**src/rtl/uart_arb_pkg.sv**
```systemverilog
// Shared definitions for the UART transmit arbiter: FSM state encoding,
// default sizing and a width helper for the round-robin pointer.
package uart_arb_pkg;

  typedef enum logic [1:0] {
    ST_IDLE = 2'd0,
    ST_SEND = 2'd1,
    ST_WAIT = 2'd2
  } arb_state_t;

  localparam int unsigned DEF_NUM_REQ      = 4;
  localparam int unsigned DEF_TIMEOUT_CLKS = 4096;
  localparam int unsigned DEF_CNT_W        = 13;

  // Ceiling log2, never less than 1 so a pointer always has at least one bit.
  function automatic int unsigned clog2_min1(input int unsigned n);
    int unsigned w;
    w = 1;
    while ((32'd1 << w) < n) w = w + 1;
    return w;
  endfunction

endpackage

```
**src/rtl/uart_tx_arbiter_rr_pick.sv**
```systemverilog
// rr_pick: combinational round-robin selector.
// Ports:
//   valid      in  NUM_REQ  request lines
//   ptr        in  PTR_W    index with highest priority this round
//   win_onehot out NUM_REQ  one-hot winner (zero when no valid)
//   win_idx    out PTR_W    binary index of winner
//   any_valid  out 1        at least one request present
module rr_pick
  import uart_arb_pkg::*;
#(
  parameter int unsigned NUM_REQ = DEF_NUM_REQ,
  parameter int unsigned PTR_W   = clog2_min1(NUM_REQ)
) (
  input  logic [NUM_REQ-1:0] valid,
  input  logic [PTR_W-1:0]   ptr,
  output logic [NUM_REQ-1:0] win_onehot,
  output logic [PTR_W-1:0]   win_idx,
  output logic               any_valid
);

  // Scan from ptr upward, wrapping; the first valid index wins.
  always_comb begin
    int unsigned c;
    win_onehot = '0;
    win_idx    = '0;
    any_valid  = 1'b0;
    c          = 0;
    for (int unsigned i = 0; i < NUM_REQ; i++) begin
      c = (32'(ptr) + i) % NUM_REQ;
      if (!any_valid && valid[PTR_W'(c)]) begin
        any_valid              = 1'b1;
        win_idx                = PTR_W'(c);
        win_onehot[PTR_W'(c)]  = 1'b1;
      end
    end
  end

endmodule

```
**src/rtl/uart_tx_arbiter.sv**
```systemverilog
// uart_tx_arbiter: shares one UART transmitter between NUM_REQ byte streams.
// Round-robin, packet-locked grants; a watchdog frees a stalled grant.
// Ports:
//   i_Clock, i_Rst_n           clock, async active-low reset
//   i_Req_Valid/Byte/Last      per-requester byte stream (byte k at [8k+7:8k])
//   o_Req_Ready                one-cycle accept pulse to the granted requester
//   o_Grant                    one-hot current owner, zero when free
//   o_TX_DV, o_TX_Byte         transmitter strobe and byte
//   i_TX_Active, i_TX_Done     transmitter status
//   o_Busy                     controller not idle
//   o_Timeout                  one-cycle watchdog abort pulse
module uart_tx_arbiter
  import uart_arb_pkg::*;
#(
  parameter int unsigned NUM_REQ      = DEF_NUM_REQ,
  parameter int unsigned TIMEOUT_CLKS = DEF_TIMEOUT_CLKS,
  parameter int unsigned CNT_W        = DEF_CNT_W
) (
  input  logic                 i_Clock,
  input  logic                 i_Rst_n,
  input  logic [NUM_REQ-1:0]   i_Req_Valid,
  input  logic [8*NUM_REQ-1:0] i_Req_Byte,
  input  logic [NUM_REQ-1:0]   i_Req_Last,
  output logic [NUM_REQ-1:0]   o_Req_Ready,
  output logic [NUM_REQ-1:0]   o_Grant,
  output logic                 o_TX_DV,
  output logic [7:0]           o_TX_Byte,
  input  logic                 i_TX_Active,
  input  logic                 i_TX_Done,
  output logic                 o_Busy,
  output logic                 o_Timeout
);

  localparam int unsigned PTR_W = clog2_min1(NUM_REQ);

  arb_state_t         state;
  logic [PTR_W-1:0]   rr_ptr;
  logic [PTR_W-1:0]   grant_idx;
  logic               last_q;
  logic [CNT_W-1:0]   wdog;
  logic               done_d;

  logic [NUM_REQ-1:0] pick_onehot;
  logic [PTR_W-1:0]   pick_idx;
  logic               pick_any;
  logic [7:0]         req_bytes [NUM_REQ];

  logic               done_rise;
  logic               tx_free;
  logic               wdog_term;
  logic [PTR_W-1:0]   ptr_after;

  rr_pick #(
    .NUM_REQ (NUM_REQ),
    .PTR_W   (PTR_W)
  ) u_rr_pick (
    .valid      (i_Req_Valid),
    .ptr        (rr_ptr),
    .win_onehot (pick_onehot),
    .win_idx    (pick_idx),
    .any_valid  (pick_any)
  );

  // Unflatten the byte bus so the granted byte is a simple array read.
  always_comb begin
    for (int i = 0; i < NUM_REQ; i++) begin
      req_bytes[i] = i_Req_Byte[8*i +: 8];
    end
  end

  // A multi-cycle done counts once: only its rising edge completes a byte.
  assign done_rise = i_TX_Done & ~done_d;
  assign tx_free   = ~i_TX_Active & ~i_TX_Done;
  assign wdog_term = (wdog == CNT_W'(TIMEOUT_CLKS - 1));
  // Next round starts just after the releasing owner.
  assign ptr_after = (grant_idx == PTR_W'(NUM_REQ - 1)) ? '0 : grant_idx + 1'b1;

  // Arbiter FSM with watchdog; strobes default low every cycle.
  always_ff @(posedge i_Clock or negedge i_Rst_n) begin
    if (!i_Rst_n) begin
      state       <= ST_IDLE;
      rr_ptr      <= '0;
      grant_idx   <= '0;
      last_q      <= 1'b0;
      wdog        <= '0;
      done_d      <= 1'b0;
      o_Req_Ready <= '0;
      o_Grant     <= '0;
      o_TX_DV     <= 1'b0;
      o_TX_Byte   <= '0;
      o_Busy      <= 1'b0;
      o_Timeout   <= 1'b0;
    end else begin
      done_d      <= i_TX_Done;
      o_TX_DV     <= 1'b0;
      o_Req_Ready <= '0;
      o_Timeout   <= 1'b0;

      case (state)
        ST_IDLE: begin
          if (pick_any) begin
            o_Grant   <= pick_onehot;
            grant_idx <= pick_idx;
            wdog      <= '0;
            state     <= ST_SEND;
            o_Busy    <= 1'b1;
          end
        end

        ST_SEND: begin
          if (i_Req_Valid[grant_idx] && tx_free) begin
            o_TX_Byte   <= req_bytes[grant_idx];
            o_TX_DV     <= 1'b1;
            o_Req_Ready <= o_Grant;
            last_q      <= i_Req_Last[grant_idx];
            wdog        <= '0;
            state       <= ST_WAIT;
          end else if (wdog_term) begin
            o_Timeout <= 1'b1;
            o_Grant   <= '0;
            rr_ptr    <= ptr_after;
            state     <= ST_IDLE;
            o_Busy    <= 1'b0;
          end else begin
            wdog <= wdog + 1'b1;
          end
        end

        ST_WAIT: begin
          // done_rise takes priority over a coincident watchdog terminal count.
          if (done_rise) begin
            wdog <= '0;
            if (last_q) begin
              o_Grant <= '0;
              rr_ptr  <= ptr_after;
              state   <= ST_IDLE;
              o_Busy  <= 1'b0;
            end else begin
              state <= ST_SEND;
            end
          end else if (wdog_term) begin
            o_Timeout <= 1'b1;
            o_Grant   <= '0;
            rr_ptr    <= ptr_after;
            state     <= ST_IDLE;
            o_Busy    <= 1'b0;
          end else begin
            wdog <= wdog + 1'b1;
          end
        end

        default: begin
          o_Grant <= '0;
          state   <= ST_IDLE;
          o_Busy  <= 1'b0;
        end
      endcase
    end
  end

endmodule

```
**config.mk**
```make
export PLATFORM = sky130hd
export DESIGN_NAME = uart_tx_arbiter
export DESIGN_NICKNAME = d
export VERILOG_FILES = /design/src/rtl/uart_arb_pkg.sv /design/src/rtl/uart_tx_arbiter_rr_pick.sv /design/src/rtl/uart_tx_arbiter.sv
export SDC_FILE = /design/constraint.sdc
export NUM_CORES = 1
export LEC_CHECK = 0
export BUFFER_PORTS_ARGS = -buffer_cell sky130_fd_sc_hd__buf_4
export CORE_MARGIN = 2
export CORE_UTILIZATION = 50
export CTS_CLUSTER_DIAMETER = 120
export DETAILED_ROUTE_END_ITERATION = 16
export PLACE_DENSITY = 0.77
export SLEW_MARGIN = 20
export SYNTH_ARGS = -nofsm -noshare
export SYNTH_HDL_FRONTEND = slang
export SYNTH_SLANG_ARGS = --single-unit
```
**constraint.sdc**
```tcl
create_clock -name i_Clock -period 2.7 [get_ports i_Clock]
set_input_delay 0.27 -clock i_Clock [delete_from_list [all_inputs] [get_ports i_Clock]]
set_output_delay 0.27 -clock i_Clock [all_outputs]
set_load 0.02 [all_outputs]
```
==> results.yml, run 1 <==
synthesis:
  synth_cells: 273
  syn_nets: 331
  synth_edf_count: 0
  ys_types: 53
  synthTopCellsByArea: "dfrtp_1, mux4_2, mux2_2"
  yosysSeqAreaShare_pct: 35.09
  yosysWarnings: 0
  synth_top_cell_area_share_pct: 35.09
  synth_top_cell_by_area: "dfrtp_1"
  syn_area_per_cell_um2: 10.45
  syn_area_um2: 2853
  synth.ff_latch_count: 40
  ys_async_sr_fraction_pct: 100.0
  synth_ff_type: "dfrtp_1"
place:
  hpwlAfterDp_mm: 4.903
  gp_congestion: 0.8758
  io_buffers: 62
  placed_cells: 397
global_routing:
  antenna_found_initial: 0
  grt.total_usage_pct: 22.21
  grt_pass1_vias: 2494
  grt-ovfl-total: 0
  grt_max_degree: 41
  grt_pass1_wl_mm: 11.15
routing:
  vias_per_cell: 6.204
  firstDrtPassIters: 5
  drt_iter0_markers: 273
  finalWirelength_mm: 6.549
  ant_nets: 0
  via_count: 2525
  drcViolationCount: 0
  wl_per_cell_um: 16.09
timing:
  slew_viol_final: 0
  clock_skew_ns: 0.009775
  finalSetupViolCount: 0
  post-route-period-util_pct: 92.97
  fin_crit_ns: 2.510
  hold_viol_final: 0
  worstMarginPinSlew_ns: 0.4930
  fmax_mhz: 398.4
  setup_tns_ns: 0
  max_slew_margin_pct: 67.13
  rsz0062_at_grt: "no"
power_and_ir_drop:
  power_density_nw_per_um2: 923.2
  peakVddDrop_v: 0.0005108
  total_power_mw: 3.280
  p_leak_nw: 1.609
clock_tree:
  clock-sinks: 40
  clk_pin_slew_worst_paths_ns: 0.08
  cts_made_buffers: 5
  cts_root_buf: "clkbuf_8"
  clk_latency_ns: 0.30
  cts-htree-levels: 2
  clockBufferDepth: 2
  cts_tree: "done"
cells_and_area:
  fillers: 439
  drive_gt1_share_pct: 35.22
  n_antenna_cell: 0
  syn2layout_area_growth_pct: 24.56
  seqCellArea_um2: 1001
  multiInputGateArea_um2: 1743
  final_cells: 407
  nets: 392
worst_hold_path:
  holdPathEnd: "done_d$_DFF_PN0_"
  hold_class: "in -> reg"
  min-delay-start: "i_TX_Done"
  holdPathStages: 1
die:
  die_y_um: 79.54
  io_pins: 63
  row_count: 27
  die_width_um: 79.54
  fp.coreArea_um2: 5507
  dieArea_um2: 6326
  start_util_pct: 51.81
setup_path:
  end_kind: "flip-flop"
  cpPeakStageDelay_ns: 0.53
  cp.required_ns: 2.92
  r2r-end: "wdog[4]$_DFFE_PN0P_"
  cp_max_fo: 10
  start_kind: "flip-flop"
  r2r_slack_ns: 0.19
  rr_startpoint: "rr_ptr[1]$_DFFE_PN0P_"
  cp_data_arrival_time_ns: 2.73
  critPathKind: "reg -> reg"
  path_cells: "inv_1 > ha_2 > mux2i_4 > nand3_1 > a2111oi_4 > nor2_2 > a31oi_1"
  cp_slowest_cell: "ha_2"
  rr_worst_depth: 7
run_status:
  outcome: "finished, final reports clean"
run:
  drv_cap: 0
stage by stage:
step           worst slack, ns  hold slack, ns  utilization [%]  instance area [um^2]
6_report                0.1898          0.1123            64.53                  3553
5_1_grt                0.03279          0.1118            64.53                  3553
4_1_cts                0.06417         0.09972            64.19                  3535
3_5_place_dp           0.05601          0.2755            61.90                  3408
3_3_place_gp            0.2178          0.2715            61.90                  3408
2_1_floorplan          0.04523        -0.02559                -                  2865
cell families (layout without fill, tap and decap cells):
family,count (synthesis),in the layout,synth area share [%]
flops,40,40,35.09
buf+inv,33,95,4.649
mux,38,38,19.96
compound gates,75,75,19.34
fa+ha+maj,14,14,6.140
simple gates,73,73,14.83
metal layers:
layer | global-route usage, % | vias to the layer above | part of all wire, %
met5 | 0 | - | 0
met4 | 6.552 | 0 | 1.0
met2 | 37.31 | 110 | 49
met1 | 28.50 | 1214 | 43
met3 | 5.317 | 9 | 7.7
li1 | - | 1192 | -
cell usage in the layout, fill, tap and decap left out, types with 3 or more instances in the layout:
cell / n
nand3_1: 9
a32oi_1: 5
mux2_2: 16
a41oi_1: 3
nor4_1: 4
a22o_1: 5
clkbuf_8: 5
a31oi_1: 14
nand2b_1: 3
o21ai_0: 8
o21ai_1: 3
mux4_2: 13
a21oi_1: 11
nor3_1: 4
dfrtp_1: 40
a211oi_1: 4
nand4_1: 9
nor2_1: 10
buf_4: 72
mux2i_1: 5
a21o_1: 5
inv_1: 14
nand2_1: 10
ha_1: 13
and3_1: 11
critical path, delay by kind of cell (launching register included):
family	cells	cell delay (ns)
simple gates	2	0.37
buf+inv	1	0.10
flops	1	0.35
compound gates	2	0.73
mux	1	0.35
fa+ha+maj	1	0.53
sequential cells by signal, summed over array words and instances (netlist names), 2 cells and up:
| register | count |
|---|---|
| wdog | 13 |
| o_TX_Byte | 8 |
| o_Grant | 4 |
| o_Req_Ready | 4 |
| grant_idx | 2 |
| rr_ptr | 2 |
| state | 2 |
worst max path at each step:
stage,start,to,slack [ns],cells past startpoint
after floorplan,rr_ptr[0]$_DFFE_PN0P_,o_Grant[0]$_DFFE_PN0P_,0.05,9
after global placement,rr_ptr[1]$_DFFE_PN0P_,wdog[3]$_DFFE_PN0P_,0.22,7
after detailed placement,rr_ptr[1]$_DFFE_PN0P_,wdog[4]$_DFFE_PN0P_,0.06,7
after CTS,rr_ptr[1]$_DFFE_PN0P_,wdog[4]$_DFFE_PN0P_,0.06,7
after global routing,rr_ptr[1]$_DFFE_PN0P_,wdog[4]$_DFFE_PN0P_,0.03,7
final,rr_ptr[1]$_DFFE_PN0P_,wdog[4]$_DFFE_PN0P_,0.19,7
cells in the mapped netlist, types with 2 or more instances:
library cell and count:
or3_1 2, a22o_1 5, a31oi_1 14, a41oi_1 3, dfrtp_1 40, nor2_1 10, nor3_1 4, a21oi_1 11
o21ai_1 3, nand2b_1 3, inv_1 14, mux2_2 16, a32oi_1 5, a211o_1 2, and3_1 11, nand3_1 9
mux2i_1 6, ha_1 14, o211a_1 2, a21o_1 5, clkbuf_1 12, mux4_2 13, mux2_1 2, nand2_1 10
nand4_1 9, a211oi_1 4, o21ai_0 8, nand3b_1 2, buf_2 7, nor4_1 4
what timing repair did:
item	CTS	global route
endpoints found under the hold margin	40	0
setup endpoints to repair	0	15
buffers inserted	0	1
resized for setup	0	2
hold buffers	1	0
where the power goes:
part           internal [mW]  switching (mW)  leakage (nW)
logic                  0.905           0.989          1.03
clock network          0.278           0.226        0.0583
registers              0.763           0.119         0.521
total                   1.95            1.33          1.61
layout make-up:
| class | instances | share of cell area (%) |
|---|---|---|
| Clock buffer | 5 | 1.937 |
| Clock inverter | 3 | 1.338 |
| Inverter | 14 | 1.479 |
| Multi-Input combinational cell | 200 | 49.05 |
| Sequential cell | 40 | 28.17 |
| Tap cell | 72 | 2.535 |
| Timing Repair Buffer | 73 | 15.49 |
No activity file was read; power rests on OpenSTA's default activity.
==> run 2: changes to the inputs <==
Settings changed: CORE_ASPECT_RATIO from default to 0.9.
==> results.yml, run 2 (synthesized netlist as in run 1, its figures left out) <==
setup_path:
  end_kind: "flip-flop"
  path_depth: 7
  rr_worst_depth: 7
  crit_start: "rr_ptr[1]$_DFFE_PN0P_"
  path_cells: "inv_1 > ha_2 > mux2i_4 > o211ai_2 > a2111oi_4 > nor2_2 > a31oi_1"
  start_kind: "flip-flop"
  cp.required_ns: 2.92
  crit_family: "compound AO/OA/AOI/OAI gates"
  crit_buf_inv: 1
  rr_startpoint: "rr_ptr[1]$_DFFE_PN0P_"
  critPathKind: "reg -> reg"
  cp_slowest_cell: "a2111oi_4"
  cpPeakStageDelay_ns: 0.53
  cp_max_fo: 10
  cp_data_arrival_time_ns: 2.65
routing:
  wl_met3_um: 474
  via_count: 2505
  drt_iter0_markers: 136
  finalWirelength_mm: 6.541
  ant_nets: 0
  drcViolationCount: 0
  met2_length_mm: 3.164
  vias_per_cell: 6.170
  wl_met1_mm: 2.837
  top_layer: "met4"
  wl_per_cell_um: 16.11
  firstDrtPassIters: 4
power_and_ir_drop:
  peakVddDrop_v: 0.0005898
  power_density_nw_per_um2: 921.3
  power_frac_seq_pct: 27.2
  power_frac_comb_pct: 58.1
  p_sw_share_pct: 40.37
  p_int_mw: 1.945
  clkPwrFrac_pct: 14.8
  switching_power_mw: 1.317
  p_leak_nw: 1.609
clock_tree:
  cts-htree-levels: 2
  cts_root_buf: "clkbuf_8"
  cts_tree: "done"
  clock-sinks: 40
  cts_made_buffers: 5
  clk_pin_slew_worst_paths_ns: 0.08
  clockBufferDepth: 2
  clk_latency_ns: 0.30
  post_cts_buffers: 0
timing:
  rsz0062_at_grt: "no"
  fin_crit_ns: 2.430
  hold_viol_final: 0
  post-route-period-util_pct: 90.00
  finalSetupViolCount: 0
  setup_tns_ns: 0
  clock_skew_ns: 0.009999
  fmax_mhz: 411.5
  worstMarginPinSlew_ns: 0.4912
  max_slew_margin_pct: 67.25
  slew_viol_final: 0
  hold-worst-slack_ns: 0.1138
die:
  io_pins: 63
  die_y_um: 75.66
  die_width_um: 83.62
  dieArea_um2: 6327
  start_util_pct: 50.98
  row_count: 26
  fp.coreArea_um2: 5595
cells_and_area:
  drive_gt1_share_pct: 35.12
  syn2layout_area_growth_pct: 24.12
  finish.instance_area_um2: 3541
  final_common_cell: "buf_4"
  n_antenna_cell: 0
  post-route-util_pct: 63.28
  regMostFlops: "wdog"
  largest_reg_flops: 13
  nets: 393
  largestRegisters: "wdog x13, o_TX_Byte x8"
  final_cell_mix: "buf_4, dfrtp_1, mux2_2, inv_1, a31oi_1"
global_routing:
  grt.total_usage_pct: 21.46
  grt_max_degree: 41
  grt_pass1_wl_mm: 10.83
  grt-ovfl-total: 0
  antenna_found_initial: 0
  grt_pass1_vias: 2368
place:
  gp_congestion: 0.9024
  postPlaceCellArea_um2: 3421
  io_buffers: 62
  hpwlAfterDp_mm: 4.888
worst_hold_path:
  holdPathStages: 1
  min-delay-start: "i_TX_Done"
  hold_class: "in -> reg"
run:
  drv_cap: 0
run_status:
  outcome: "finished, final reports clean"
-- run 2: stage by stage --
stage	instances	setup WS (ns)	total power, mW
final	406	0.2701	3.262
after global routing	406	0.05049	3.516
after CTS	406	0.1512	3.275
after detailed placement	397	0.1579	2.782
after global placement	397	0.2533	2.734
after floorplan	273	0.04523	2.244
-- run 2: worst paths after layout --
kind	slack, ns	endpoint
worst max-delay path	0.27	wdog[9]$_DFFE_PN0P_
worst min-delay path	0.11	done_d$_DFF_PN0_
worst max register to register	0.27	wdog[9]$_DFFE_PN0P_
worst min register to register	0.52	last_q$_DFFE_PN0P_
max in group asynchronous	1.87	o_Req_Ready[0]$_DFF_PN0_
min in group asynchronous	0.48	o_TX_Byte[3]$_DFFE_PN0P_
-- run 2: what timing repair did --
action                                 4_1_cts  5_1_grt
hold buffers                                 1        0
gates resized for setup                      0        1
endpoints found under the hold margin       40        0
setup endpoints to repair                    0        8
-- run 2: worst register-to-register path, stage by stage, from the launching register on --
cell       delay, ns
dfrtp_1         0.34
inv_1           0.06
ha_2            0.47
mux2i_4         0.37
o211ai_2        0.17
a2111oi_4       0.53
nor2_2          0.20
a31oi_1         0.20
-- run 2: power groups by stage --
stage	sequential [mW]	clock (mW)	combinational, mW
finish	0.886	0.482	1.89
global route	0.911	0.515	2.09
CTS	0.889	0.492	1.89
detailed placement	0.898	0	1.88
global placement	0.889	0	1.84
floorplan	1.00	0	1.24
-- run 2: area by class of cell --
class / count / area [um^2]
Clock inverter: 2 / 35.03
Multi-Input combinational cell: 200 / 1734
Inverter: 14 / 52.55
Fill cell: 467 / 2054
Sequential cell: 40 / 1001
Timing Repair Buffer: 74 / 558.0
Clock buffer: 6 / 72.57
Tap cell: 70 / 87.58
-- run 2: per-layer routing --
metal,up-vias,global-route usage (%)
met3,5,5.200
met4,0,7.706
met5,-,0
li1,1189,-
met1,1213,27.61
met2,98,36.27
==> run 3: changes to the inputs <==
Settings changed: GPL_TIMING_DRIVEN from default to 0.
==> results.yml, run 3 (synthesized netlist as in run 1, its figures left out) <==
cells_and_area:
  n_antenna_cell: 0
  nets: 410
  largestRegisters: "wdog x13, o_TX_Byte x8"
  drive_gt1_share_pct: 36.54
  final_cell_mix: "buf_4, dfrtp_1, mux2_2, a31oi_1, ha_1"
  regMostFlops: "wdog"
  syn2layout_area_growth_pct: 27.54
  final_cells: 423
  largest_reg_flops: 13
  final_common_cell: "buf_4"
routing:
  firstDrtPassIters: 4
  ant_nets: 0
  drcViolationCount: 0
  drt_iter0_markers: 177
  wl_per_cell_um: 17.34
  via_count: 2609
  vias_per_cell: 6.168
  finalWirelength_mm: 7.334
timing:
  fin_ws_ns: 0.1406
  post-route-period-util_pct: 94.79
  fin_crit_ns: 2.559
  slew_viol_final: 0
  rsz0062_at_grt: "no"
  finalSetupViolCount: 0
  clock_skew_ns: 0.006487
  worstMarginPinSlew_ns: 0.7297
  max_slew_margin_pct: 51.35
  fmax_mhz: 390.7
  hold_viol_final: 0
clock_tree:
  clk_pin_slew_worst_paths_ns: 0.07
  cts_made_buffers: 5
  clock-sinks: 40
  cts_root_buf: "clkbuf_8"
  cts-htree-levels: 2
  clockBufferDepth: 2
  cts_tree: "done"
  clk_latency_ns: 0.30
setup_path:
  end_kind: "flip-flop"
  cp_slowest_cell: "dfrtp_2"
  critPathKind: "reg -> reg"
  rr_startpoint: "rr_ptr[1]$_DFFE_PN0P_"
  cpPeakStageDelay_ns: 0.41
  start_kind: "flip-flop"
  crit_start: "rr_ptr[1]$_DFFE_PN0P_"
  path_cells: "buf_4 > inv_4 > ha_1 > buf_6 > mux2i_4 > and3_1 > o211ai_1 > clkbuf_2 > a41oi_1 > a31oi_1"
  cp_max_fo: 10
  cp.required_ns: 2.91
  cp_data_arrival_time_ns: 2.77
die:
  fp.coreArea_um2: 5595
  io_pins: 63
  die_width_um: 83.62
  dieArea_um2: 6327
  start_util_pct: 50.98
  row_count: 26
  die_y_um: 75.66
worst_hold_path:
  hold_class: "in -> reg"
  min-delay-start: "i_TX_Done"
global_routing:
  grt_pass1_vias: 2507
  grt_max_degree: 41
  antenna_found_initial: 0
  grt.total_usage_pct: 23.03
  grt_pass1_wl_mm: 11.55
  grt-ovfl-total: 0
run_status:
  outcome: "finished, final reports clean"
place:
  gp_congestion: 0.8242
  placed_cells: 404
  dp_slack_ns: -0.4529
  hpwlAfterDp_mm: 5.200
  io_buffers: 61
run:
  drv_cap: 0
power_and_ir_drop:
  power_density_nw_per_um2: 911.9
  p_leak_nw: 1.649
  peakVddDrop_v: 0.0004969
[run 3: cell type report]
| cell class | count | area (um^2) |
|---|---|---|
| inverters | 14 | 58.81 |
| well taps | 70 | 87.58 |
| multi-input cells | 200 | 1754 |
| plain buffers | 19 | 101.3 |
| flip-flops and latches | 40 | 1003 |
| clock buffers | 8 | 90.09 |
| repair buffers | 72 | 543.0 |
| fillers | 459 | 1957 |
[run 3: power by group]
part | total [mW] | switching [mW] | internal [mW] | leakage (nW)
clock | 0.414 | 0.205 | 0.208 | 0.0455
combinational | 2.01 | 1.07 | 0.944 | 1.08
sequential | 0.892 | 0.127 | 0.765 | 0.518
[run 3: metal layers]
metal	track usage [%]	part of all wire (%)
met3	5.525	6.9
met5	0	0
met4	8.065	1.6
met1	28.52	43
met2	40.53	49
[run 3: path summary, 6_finish.rpt]
kind | endpoint | slack [ns] | depth (start not counted)
hold / removal | done_d$_DFF_PN0_ | 0.11 | 1
hold reg to reg | o_TX_Byte[1]$_DFFE_PN0P_ | 0.51 | 1
setup / recovery | wdog[4]$_DFFE_PN0P_ | 0.14 | 10
min in group asynchronous | o_TX_Byte[1]$_DFFE_PN0P_ | 0.48 | 2
setup reg to reg | wdog[4]$_DFFE_PN0P_ | 0.14 | 10
max in group asynchronous | rr_ptr[0]$_DFFE_PN0P_ | 1.85 | 2
[run 3: what timing repair did]
| item | CTS | global route |
|---|---|---|
| pin swaps | 2 | 2 |
| gates resized for setup | 12 | 6 |
| setup buffers | 7 | 3 |
| setup endpoints to repair | 22 | 11 |
| hold endpoints to repair | 40 | 0 |
| hold buffers | 1 | 0 |
| cloned | 0 | 0 |
[run 3: worst max-delay path: cells and delay by family (launching register included)]
kind / cells / cell delay (ns)
buf+inv: 4 / 0.76
compound gates: 3 / 0.63
flops: 1 / 0.41
fa+ha+maj: 1 / 0.24
mux: 1 / 0.22
simple gates: 1 / 0.21
[run 3: through the flow]
| stage | utilization (%) | area (um^2) | setup TNS (ns) | hold slack [ns] | power, mW |
|---|---|---|---|---|---|
| 2_1_floorplan | - | 2865 | 0 | -0.02559 | 2.244 |
| 3_3_place_gp | 60.96 | 3411 | -6.281 | 0.2743 | 2.707 |
| 3_5_place_dp | 60.96 | 3411 | -7.974 | 0.2791 | 2.769 |
| 4_1_cts | 64.36 | 3601 | 0 | 0.1067 | 3.270 |
| 5_1_grt | 65.03 | 3638 | 0 | 0.1093 | 3.552 |
| 6_report | 65.03 | 3638 | 0 | 0.1081 | 3.318 |
